## src/rtl/risc_pkg.sv

```systemverilog
// Shared encodings for the pipeline hazard controller.
// Forward mux selects and the MDU sequencer state type.
package risc_pkg;

    localparam logic [1:0] FWD_REG = 2'b00;
    localparam logic [1:0] FWD_WB  = 2'b01;
    localparam logic [1:0] FWD_MEM = 2'b10;

    typedef enum logic {
        MDU_IDLE,
        MDU_BUSY
    } mdu_state_e;

endpackage

```

## src/rtl/mdu_stall_fsm.sv

```systemverilog
// Multi-cycle execute sequencer: keeps an MDU instruction in E
// for MDU_LATENCY cycles.
// Ports: clk, rst (sync, active-low), start (MduStartE),
//        mdu_stall (hold F/D/E, bubble M), mdu_busy (FSM in BUSY).
module mdu_stall_fsm
    import risc_pkg::*;
#(
    parameter int MDU_LATENCY = 4
) (
    input  logic clk,
    input  logic rst,
    input  logic start,
    output logic mdu_stall,
    output logic mdu_busy
);

    localparam int CW = (MDU_LATENCY > 2) ? $clog2(MDU_LATENCY) : 1;
    localparam logic [CW-1:0] CNT_INIT =
        CW'((MDU_LATENCY > 1) ? (MDU_LATENCY - 2) : 0);

    mdu_state_e    state_q, state_d;
    logic [CW-1:0] cnt_q, cnt_d;

    always_ff @(posedge clk) begin
        if (!rst) begin
            state_q <= MDU_IDLE;
            cnt_q   <= '0;
        end else begin
            state_q <= state_d;
            cnt_q   <= cnt_d;
        end
    end

    always_comb begin
        state_d   = state_q;
        cnt_d     = cnt_q;
        mdu_stall = 1'b0;
        unique case (state_q)
            MDU_IDLE: begin
                if (start && (MDU_LATENCY > 1)) begin
                    mdu_stall = 1'b1;
                    state_d   = MDU_BUSY;
                    cnt_d     = CNT_INIT;
                end
            end
            MDU_BUSY: begin
                // cnt==0 is the last cycle in E: release the stall
                if (cnt_q != '0) begin
                    mdu_stall = 1'b1;
                    cnt_d     = cnt_q - CW'(1);
                end else begin
                    state_d = MDU_IDLE;
                end
            end
            default: state_d = MDU_IDLE;
        endcase
        if (!rst) begin
            mdu_stall = 1'b0;
        end
    end

    assign mdu_busy = rst && (state_q == MDU_BUSY);

endmodule

```

## src/rtl/pipeline_hazard_ctrl.sv

```systemverilog
// Hazard/forwarding controller for the 5-stage core: E-stage
// forwarding, load-use / RAW stall, branch flush, MDU stall, counters.
// Ports: register indices and write enables per stage, ResultSrcE,
//        PCSrcE, MduStartE in; Stall*/Flush*, Forward*E, MduBusy,
//        StallCount, FlushCount out.
module pipeline_hazard_ctrl
    import risc_pkg::*;
#(
    parameter int REG_ADDR_W  = 5,
    parameter int MDU_LATENCY = 4,
    parameter int CNT_W       = 32,
    parameter int FWD_EN      = 1
) (
    input  logic                  clk,
    input  logic                  rst,
    input  logic [REG_ADDR_W-1:0] Rs1D,
    input  logic [REG_ADDR_W-1:0] Rs2D,
    input  logic [REG_ADDR_W-1:0] Rs1E,
    input  logic [REG_ADDR_W-1:0] Rs2E,
    input  logic [REG_ADDR_W-1:0] RdE,
    input  logic [REG_ADDR_W-1:0] RdM,
    input  logic [REG_ADDR_W-1:0] RdW,
    input  logic                  RegWriteE,
    input  logic                  RegWriteM,
    input  logic                  RegWriteW,
    input  logic                  ResultSrcE,
    input  logic                  PCSrcE,
    input  logic                  MduStartE,
    output logic                  StallF,
    output logic                  StallD,
    output logic                  StallE,
    output logic                  FlushD,
    output logic                  FlushE,
    output logic                  FlushM,
    output logic [1:0]            ForwardAE,
    output logic [1:0]            ForwardBE,
    output logic                  MduBusy,
    output logic [CNT_W-1:0]      StallCount,
    output logic [CNT_W-1:0]      FlushCount
);

    logic             mdu_stall;
    logic             lw_stall;
    logic             raw_stall;
    logic             hz_stall;
    logic             flush_acc;
    logic [CNT_W-1:0] stall_cnt_q, stall_cnt_d;
    logic [CNT_W-1:0] flush_cnt_q, flush_cnt_d;

    mdu_stall_fsm #(
        .MDU_LATENCY(MDU_LATENCY)
    ) u_mdu (
        .clk      (clk),
        .rst      (rst),
        .start    (MduStartE),
        .mdu_stall(mdu_stall),
        .mdu_busy (MduBusy)
    );

    function automatic logic [1:0] fwd_sel(
        input logic [REG_ADDR_W-1:0] rs
    );
        if (RegWriteM && (RdM != '0) && (RdM == rs)) begin
            return FWD_MEM;
        end else if (RegWriteW && (RdW != '0) && (RdW == rs)) begin
            return FWD_WB;
        end
        return FWD_REG;
    endfunction

    function automatic logic d_match(
        input logic [REG_ADDR_W-1:0] rd
    );
        return (rd != '0) && ((rd == Rs1D) || (rd == Rs2D));
    endfunction

    always_comb begin
        lw_stall  = ResultSrcE && d_match(RdE);
        // W needs no check: the register file is write-first
        raw_stall = (FWD_EN == 0) &&
                    ((RegWriteE && d_match(RdE)) ||
                     (RegWriteM && d_match(RdM)));
        hz_stall  = lw_stall || raw_stall;
    end

    always_comb begin
        StallF    = 1'b0;
        StallD    = 1'b0;
        StallE    = 1'b0;
        FlushD    = 1'b0;
        FlushE    = 1'b0;
        FlushM    = 1'b0;
        ForwardAE = (FWD_EN != 0) ? fwd_sel(Rs1E) : FWD_REG;
        ForwardBE = (FWD_EN != 0) ? fwd_sel(Rs2E) : FWD_REG;
        flush_acc = 1'b0;
        if (!rst) begin
            FlushD    = 1'b1;
            FlushE    = 1'b1;
            ForwardAE = FWD_REG;
            ForwardBE = FWD_REG;
        end else if (mdu_stall) begin
            StallF = 1'b1;
            StallD = 1'b1;
            StallE = 1'b1;
            FlushM = 1'b1;
        end else begin
            StallF    = hz_stall;
            StallD    = hz_stall;
            FlushE    = hz_stall || PCSrcE;
            FlushD    = PCSrcE;
            flush_acc = PCSrcE;
        end
    end

    always_comb begin
        stall_cnt_d = stall_cnt_q;
        flush_cnt_d = flush_cnt_q;
        if (StallF && (stall_cnt_q != '1)) begin
            stall_cnt_d = stall_cnt_q + CNT_W'(1);
        end
        if (flush_acc && (flush_cnt_q != '1)) begin
            flush_cnt_d = flush_cnt_q + CNT_W'(1);
        end
    end

    always_ff @(posedge clk) begin
        if (!rst) begin
            stall_cnt_q <= '0;
            flush_cnt_q <= '0;
        end else begin
            stall_cnt_q <= stall_cnt_d;
            flush_cnt_q <= flush_cnt_d;
        end
    end

    assign StallCount = stall_cnt_q;
    assign FlushCount = flush_cnt_q;

endmodule
```

## config.mk

```make
export PLATFORM = sky130hd
export DESIGN_NAME = pipeline_hazard_ctrl
export DESIGN_NICKNAME = d
export VERILOG_FILES = /design/src/rtl/risc_pkg.sv /design/src/rtl/mdu_stall_fsm.sv /design/src/rtl/pipeline_hazard_ctrl.sv
export SDC_FILE = /design/constraint.sdc
export NUM_CORES = 1
export LEC_CHECK = 0
export CORE_MARGIN = 5
export CORE_UTILIZATION = 47
export DETAILED_ROUTE_END_ITERATION = 8
export PLACE_DENSITY = 0.87
export SYNTH_ARGS = -nofsm -noshare
export SYNTH_HDL_FRONTEND = slang
export SYNTH_SLANG_ARGS = --single-unit
```

## constraint.sdc

```tcl
create_clock -name clk -period 2.7 [get_ports clk]
set_input_delay 0.405 -clock clk [delete_from_list [all_inputs] [get_ports clk]]
set_output_delay 0.405 -clock clk [all_outputs]
set_load 0.005 [all_outputs]
```

==> results of run 1 <==
registers in the layout (all words and copies together), names as in the netlist:
register       cells
FlushCount        32
StallCount        32
u_mdu.cnt_q        2
u_mdu.state_q      1
cell usage after synthesis, types with 6 or more instances:
| library cell | n |
|---|---|
| and4_1 | 6 |
| nand2b_1 | 16 |
| nor2_1 | 32 |
| or4_1 | 22 |
| a21oi_1 | 24 |
| o21ai_0 | 8 |
| xor2_1 | 22 |
| xnor2_1 | 28 |
| mux2i_1 | 14 |
| buf_2 | 7 |
| nand4_1 | 23 |
| nand3_1 | 26 |
| nand2_1 | 45 |
| nor3_1 | 7 |
| nor4_1 | 6 |
| clkbuf_1 | 14 |
| inv_1 | 10 |
| o31ai_1 | 18 |
| and3_1 | 8 |
| dfxtp_1 | 67 |
per-stage QoR:
step                       util  setup WS (ns)  setup TNS (ns)
after floorplan               -          0.356               0
after global placement    0.664         -0.267          -0.703
after detailed placement  0.664         -0.354           -1.26
after CTS                 0.687       0.000376               0
after global routing      0.696        -0.0979          -0.142
final                     0.696        -0.0541         -0.0541
metal layers:
layer,part of all wire,track usage,vias up
met5,0,0,-
met4,0.010,0.0642,0
met3,0.071,0.0535,9
met2,0.51,0.380,111
met1,0.41,0.253,1842
li1,-,-,1906
worst register-to-register path, delay by kind of cell (launching register included):
| family | cells | cell delay [ns] |
|---|---|---|
| mux | 1 | 0.13 |
| flops | 1 | 0.43 |
| simple gates | 4 | 1.58 |
logic make-up after synthesis:
logic type,after synthesis
compound gates,66
fa+ha+maj,3
buf+inv,38
xor+xnor,50
simple gates,219
mux,14
flops,67
final cells by class:
| type | instances | area (um2) | area share |
|---|---|---|---|
| timing repair buffer | 140 | 1360 | 0.251 |
| sequential | 67 | 1340 | 0.247 |
| tap | 102 | 128 | 0.0235 |
| clock inverter | 3 | 40.0 | 0.00737 |
| multi-input combinational | 352 | 2380 | 0.438 |
| inverter | 10 | 37.5 | 0.00691 |
| clock buffer | 11 | 141 | 0.0260 |
power groups by stage:
stage / Clock [uW] / Combinational [uW] / Sequential (uW)
2_1_floorplan: 0 / 129 / 1030
3_3_place_gp: 0 / 273 / 1030
3_5_place_dp: 0 / 284 / 1030
4_1_cts: 804 / 286 / 1010
5_1_grt: 852 / 320 / 1010
6_report: 787 / 294 / 1010
placed cells by master, fill, tap and decap left out, types with 4 or more instances in the layout:
| cell | count |
|---|---|
| a21oi_1 | 24 |
| and2_1 | 4 |
| and3_1 | 8 |
| and4_1 | 6 |
| buf_4 | 22 |
| clkbuf_8 | 10 |
| clkdlybuf4s50_1 | 108 |
| dfxtp_1 | 67 |
| dlymetal6s2s_1 | 4 |
| inv_1 | 10 |
| mux2i_1 | 14 |
| nand2_1 | 45 |
| nand2b_1 | 16 |
| nand3_1 | 26 |
| nand4_1 | 23 |
| nor2_1 | 31 |
| nor3_1 | 7 |
| nor4_1 | 4 |
| o21ai_0 | 6 |
| o31ai_1 | 18 |
| or3_1 | 4 |
| or4_1 | 20 |
| xnor2_1 | 27 |
| xor2_1 | 22 |
worst min-delay path by stage:
stage / from / endpoint / slack [ns] / cells after the start
6_report: u_mdu.cnt_q[1] / u_mdu.cnt_q[1] / 0.49 / 2
5_1_grt: u_mdu.cnt_q[1] / u_mdu.cnt_q[1] / 0.52 / 2
4_1_cts: u_mdu.cnt_q[1] / u_mdu.cnt_q[1] / 0.49 / 2
3_5_place_dp: u_mdu.cnt_q[1] / u_mdu.cnt_q[1] / 0.48 / 2
3_3_place_gp: u_mdu.cnt_q[1] / u_mdu.cnt_q[1] / 0.47 / 2
2_1_floorplan: u_mdu.cnt_q[1] / u_mdu.cnt_q[1] / 0.46 / 2
timing repair:
item                                    CTS  global route
gates resized for setup                   9            15
buffers inserted                          0             0
pin swaps                                 3             4
endpoints found under the setup margin    9            10
==> results.tsv, run 1 <==
metric	value	unit
XOR/XNOR Fraction of Synth Area	0.115	
IO Pins	118	
Comb pwr share	0.141	
root buffer cell	clkbuf_8	
cell count after synthesis	457	
Syn Std Cell Area	3820	um2
CP top delay family	buffers and inverters	
sequential power share	0.482	
Starting Density	0.490	
Reg-to-Reg End	StallCount[27]	
Num CTS Buffers	9	
crit path cell chain	clkdlybuf4s50_1 > or4_4 > o21ai_4 > buf_4 > nor4_1 > nor3_1 > dlygate4sd2_1	
placed instance count	672	
CP endpoint	ForwardAE[0]	
ys flop type	dfxtp_1	
Area growth syn-to-layout	42.1	%
drt first pass iters	4	
synth unique cells	47	
initial drt markers	136	
Max Buffers Root-to-Sink	2	
compound-gate portion of the synthesized area	0.114	
CP required	2.30	ns
Clk pwr share	0.377	
net switching power	497	uW
synth warn	0	
number of flops mapped to enable cells by yosys	0	
port bufs	116	
vias per cell	5.65	
CTS tree	done	
Simple-Gate Fraction of Synth Area	0.328	
Post-Route WL	10.8	mm
ANT cells	0	
Slew headroom	0.662	
Seq cells post-synth	67	
Async SR Flop Fraction	0	
Crit. path cell count	7	
Crit. End Element	primary output	
largest net degree at the start of global routing	56	
GRT Total Usage	0.214	
multiplexer share of the synthesized area	0.0367	
max-cap violations	0	
Post-Layout Cell Count	685	
CP Launch Type	input port	
GRT overflow	0	
Die ar.	10000	um2
cell internal pwr	1590	uW
P_leak	0.00190	uW
clk_skew	0.00973	ns
DR vias	3868	
status	complete, but fails checks	
Chip Height	100	um
hold crit path type	flip-flop to flip-flop	
# fillers	643	
post-route cell area	5430	um2
critical path class	input port to primary output	
H-tree levels	3	
WHS	0.489	ns
crit-path max cell delay	0.56	ns
placed inst area	5180	um2
switching portion of total power	0.238	
syn_nets	503	
CP max-delay cell	or4_4	
top cells by area, synth	dfxtp_1, xnor2_1, xor2_1	
Critical Path Fanout Max	2	
Critical Path AT	2.35	ns
cell type with the largest total area after synthesis	dfxtp_1	
Post-CTS Hold Buffers	0	
R2R setup slack	0.45	ns
wire length per cell	15.7	um
Buf/Inv on CP	3	
Clock Sinks	67	
reg-to-reg critical path startpoint	StallCount[4]	
post-DP HPWL	7.98	mm
area share of fa/ha/maj cells after synthesis	0.00982	
Die Width	100	um
fmax	0.363	GHz
layout cell share with drive strength beyond 1	0.106	
Final period util	1.02	
worst setup path start	RdM[1]	
post-route DRC violation count	0	
Final setup viols	1	
final hold vios	0	
Final min period	2.75	ns
Max Slew Vio Count	0	
PD cells	384	nW/um2
global-route wire length before repair	17.8	mm
clk_lat worst skew	0.33	ns
Clock transition at path regs	0.07	ns
failing checks	setup timing	
sequential cell area fraction in the yosys report	0.351	
total power	2090	uW
Final GP Congestion	0.827	
post-route ant nets	0	
Synth top area share	0.351	
final setup margin	-0.0541	ns
Least-Margin Pin Slew	0.503	ns
Syn Area/Cell	8.36	um2
num rows	32	
nets	626	
number of global-route vias before repair	3760	
core area	7810	um2
largest family of logic cells by synthesized area	simple AND/OR/NAND/NOR gates	
RSZ-0062 raised after global routing	true	
initial antenna violation count	0	
R2R cell count	5	
IR drop worst, VDD	301	uV
Power figures use the tool's default switching activity.
==> inputs of run 2 (changes only) <==
--- a/config.mk
+++ b/config.mk
@@ -5,10 +5,11 @@
 export SDC_FILE = /design/constraint.sdc
 export NUM_CORES = 1
 export LEC_CHECK = 0
+export ABC_AREA = 1
 export CORE_MARGIN = 5
-export CORE_UTILIZATION = 47
+export CORE_UTILIZATION = 50
 export DETAILED_ROUTE_END_ITERATION = 8
-export PLACE_DENSITY = 0.87
+export PLACE_DENSITY = 0.88
 export SYNTH_ARGS = -nofsm -noshare
 export SYNTH_HDL_FRONTEND = slang
 export SYNTH_SLANG_ARGS = --single-unit
==> run 2 against run 1 <==
The run now ends clean; register-to-register slack gained 0.15 ns; via count grew 31%; final area grew 12%; largest power group unchanged.
==> results.tsv, run 2 <==
metric	value	unit
status	completed	
num rows	35	
Crit path top cell by count	clkdlybuf4s50_1	
# fillers	806	
CTS tree	done	
Async SR Flop Fraction	0	
Final min period	2.61	ns
CP required	2.30	ns
post-route DRC violation count	0	
H-tree levels	3	
Area growth syn-to-layout	31.2	%
top cells by area, synth	dfxtp_1, nand2_1, nor2_1	
Synth top area share	0.288	
placed instance count	980	
Syn Area/Cell	6.05	um2
cell count after synthesis	769	
global-route wire length before repair	20.5	mm
Buf/Inv on CP	2	
leading cell type in the layout, fill and taps excluded	nand2_1	
Die ar.	11300	um2
port bufs	116	
initial drt markers	253	
Critical Path AT	2.21	ns
clk_lat worst skew	0.35	ns
Post-CTS Setup Bufs	0	
Final GP Congestion	0.949	
CP max-delay cell	clkdlybuf4s50_1	
Least-Margin Pin Slew	0.458	ns
Final setup viols	0	
cell type with the largest total area after synthesis	dfxtp_1	
final setup margin	0.0873	ns
synth warn	0	
core area	9150	um2
sequential cell area	1340	um2
ANT cells	0	
most numerous cell in the Yosys netlist	nand2_1	
critical path class	input port to primary output	
Post-Route WL	12.5	mm
Final period util	0.968	
PD cells	381	nW/um2
largest net degree at the start of global routing	59	
Num CTS Buffers	9	
GRT overflow	0	
nets	926	
Final Core Density	0.667	
Max Slew Vio Count	0	
GRT Total Usage	0.217	
total power	2330	uW
Syn Std Cell Area	4650	um2
fmax	0.383	GHz
initial antenna violation count	0	
root buffer cell	clkbuf_8	
Clock transition at path regs	0.07	ns
P_leak	0.00249	uW
max-cap violations	0	
clk_skew	0.0112	ns
number of flops mapped to enable cells by yosys	0	
post-route ant nets	0	
worst slack, placed	0.0837	ns
IO Pins	118	
crit path cell chain	clkdlybuf4s50_1 > nor2_1 > nand2_1 > o21ai_0 > nor4_2 > nor3_1 > clkdlybuf4s50_1	
Die Width	106	um
Post-Layout Cell Count	996	
layout cell share with drive strength beyond 1	0.0746	
wire length per cell	12.5	um
Slew headroom	0.694	
ys flop type	dfxtp_1	
Clock Sinks	67	
Seq cells post-synth	67	
Starting Density	0.508	
final hold vios	0	
crit-path max cell delay	0.53	ns
RSZ-0062 raised after global routing	true	
Max Buffers Root-to-Sink	2	
CP top delay family	buffers and inverters	
area of the multi-input gates	2750	um2
synth unique cells	38	
vias per cell	5.08	
drt first pass iters	6	
number of global-route vias before repair	4658	
DR vias	5056	
Chip Height	106	um
synth cell count leaders	nand2_1, nor2_1, inv_1	
hold crit path type	flip-flop to flip-flop	
syn_nets	815	
sequential cell area fraction in the yosys report	0.288	
post-DP HPWL	9.61	mm
IR drop worst, VDD	297	uV
CP Launch Type	input port	
setup tns final	0	ns
Crit. End Element	primary output	
commonest non-fill, non-tap cells in the layout	nand2_1, clkdlybuf4s50_1, nor2_1	
Critical Path Fanout Max	3	
-- run 2: cell types whose count changed after synthesis, moves of 16 or more --
cell,change
nor3_1,+16
or4_1,-22
a21oi_1,+16
nand3_1,+35
nand2_1,+182
inv_1,+86
o31ai_1,-18
nand2b_1,-16
nor2_1,+76
-- run 2: final timing paths --
check / slack [ns] / cells past startpoint / endpoint / start
worst min register to register: 0.49 / 2 / u_mdu.cnt_q[0] / u_mdu.cnt_q[0]
worst max register to register: 0.60 / 11 / FlushCount[10] / FlushCount[0]
worst min-delay path: 0.49 / 2 / u_mdu.cnt_q[0] / u_mdu.cnt_q[0]
worst max-delay path: 0.09 / 7 / ForwardBE[0] / RdM[2]
-- run 2: per-layer routing --
| metal | global-route usage | up-vias | part of all wire |
|---|---|---|---|
| met5 | 0 | - | 0 |
| met1 | 0.256 | 2228 | 0.41 |
| met2 | 0.385 | 161 | 0.50 |
| met3 | 0.0546 | 25 | 0.064 |
| li1 | - | 2642 | - |
| met4 | 0.0676 | 0 | 0.018 |
-- run 2: area by class of cell --
type                       instances  share of cell area
multi-input combinational        568               0.450
timing repair buffer             123               0.200
inverter                         111              0.0686
sequential                        67               0.220
clock inverter                     5              0.0137
clock buffer                      11              0.0248
tap                              111              0.0227
-- run 2: where the power goes --
part	switching [uW]	total [uW]	internal (uW)
registers	13.2	1020	1000
logic	166	321	155
clock network	416	990	574
-- run 2: cell families after synthesis --
kind of cell	synth area share
flops	0.288
simple gates	0.453
buf+inv	0.124
compound gates	0.0645
xor+xnor	0.0621
fa+ha+maj	0.00807
-- run 2: metrics by stage --
step	instance area, um2	hold WS [ns]
3_5_place_dp	5850	0.485
5_1_grt	6110	0.514
6_report	6110	0.495
4_1_cts	6090	0.502
2_1_floorplan	4650	0.462
3_3_place_gp	5850	0.471
-- run 2: repair_timing --
action | in CTS | in global routing
hold endpoints to repair | 0 | 0
gates resized for setup | 0 | 3
setup endpoints to repair | 0 | 4
hold buffers | 0 | 0
-- run 2: worst min-delay path, delay by kind of cell (launching register included) --
family / cells / cell delay (ns)
DFF: 1 / 0.30
buffers and inverters: 1 / 0.08
AOI/OAI and AO/OA: 1 / 0.07
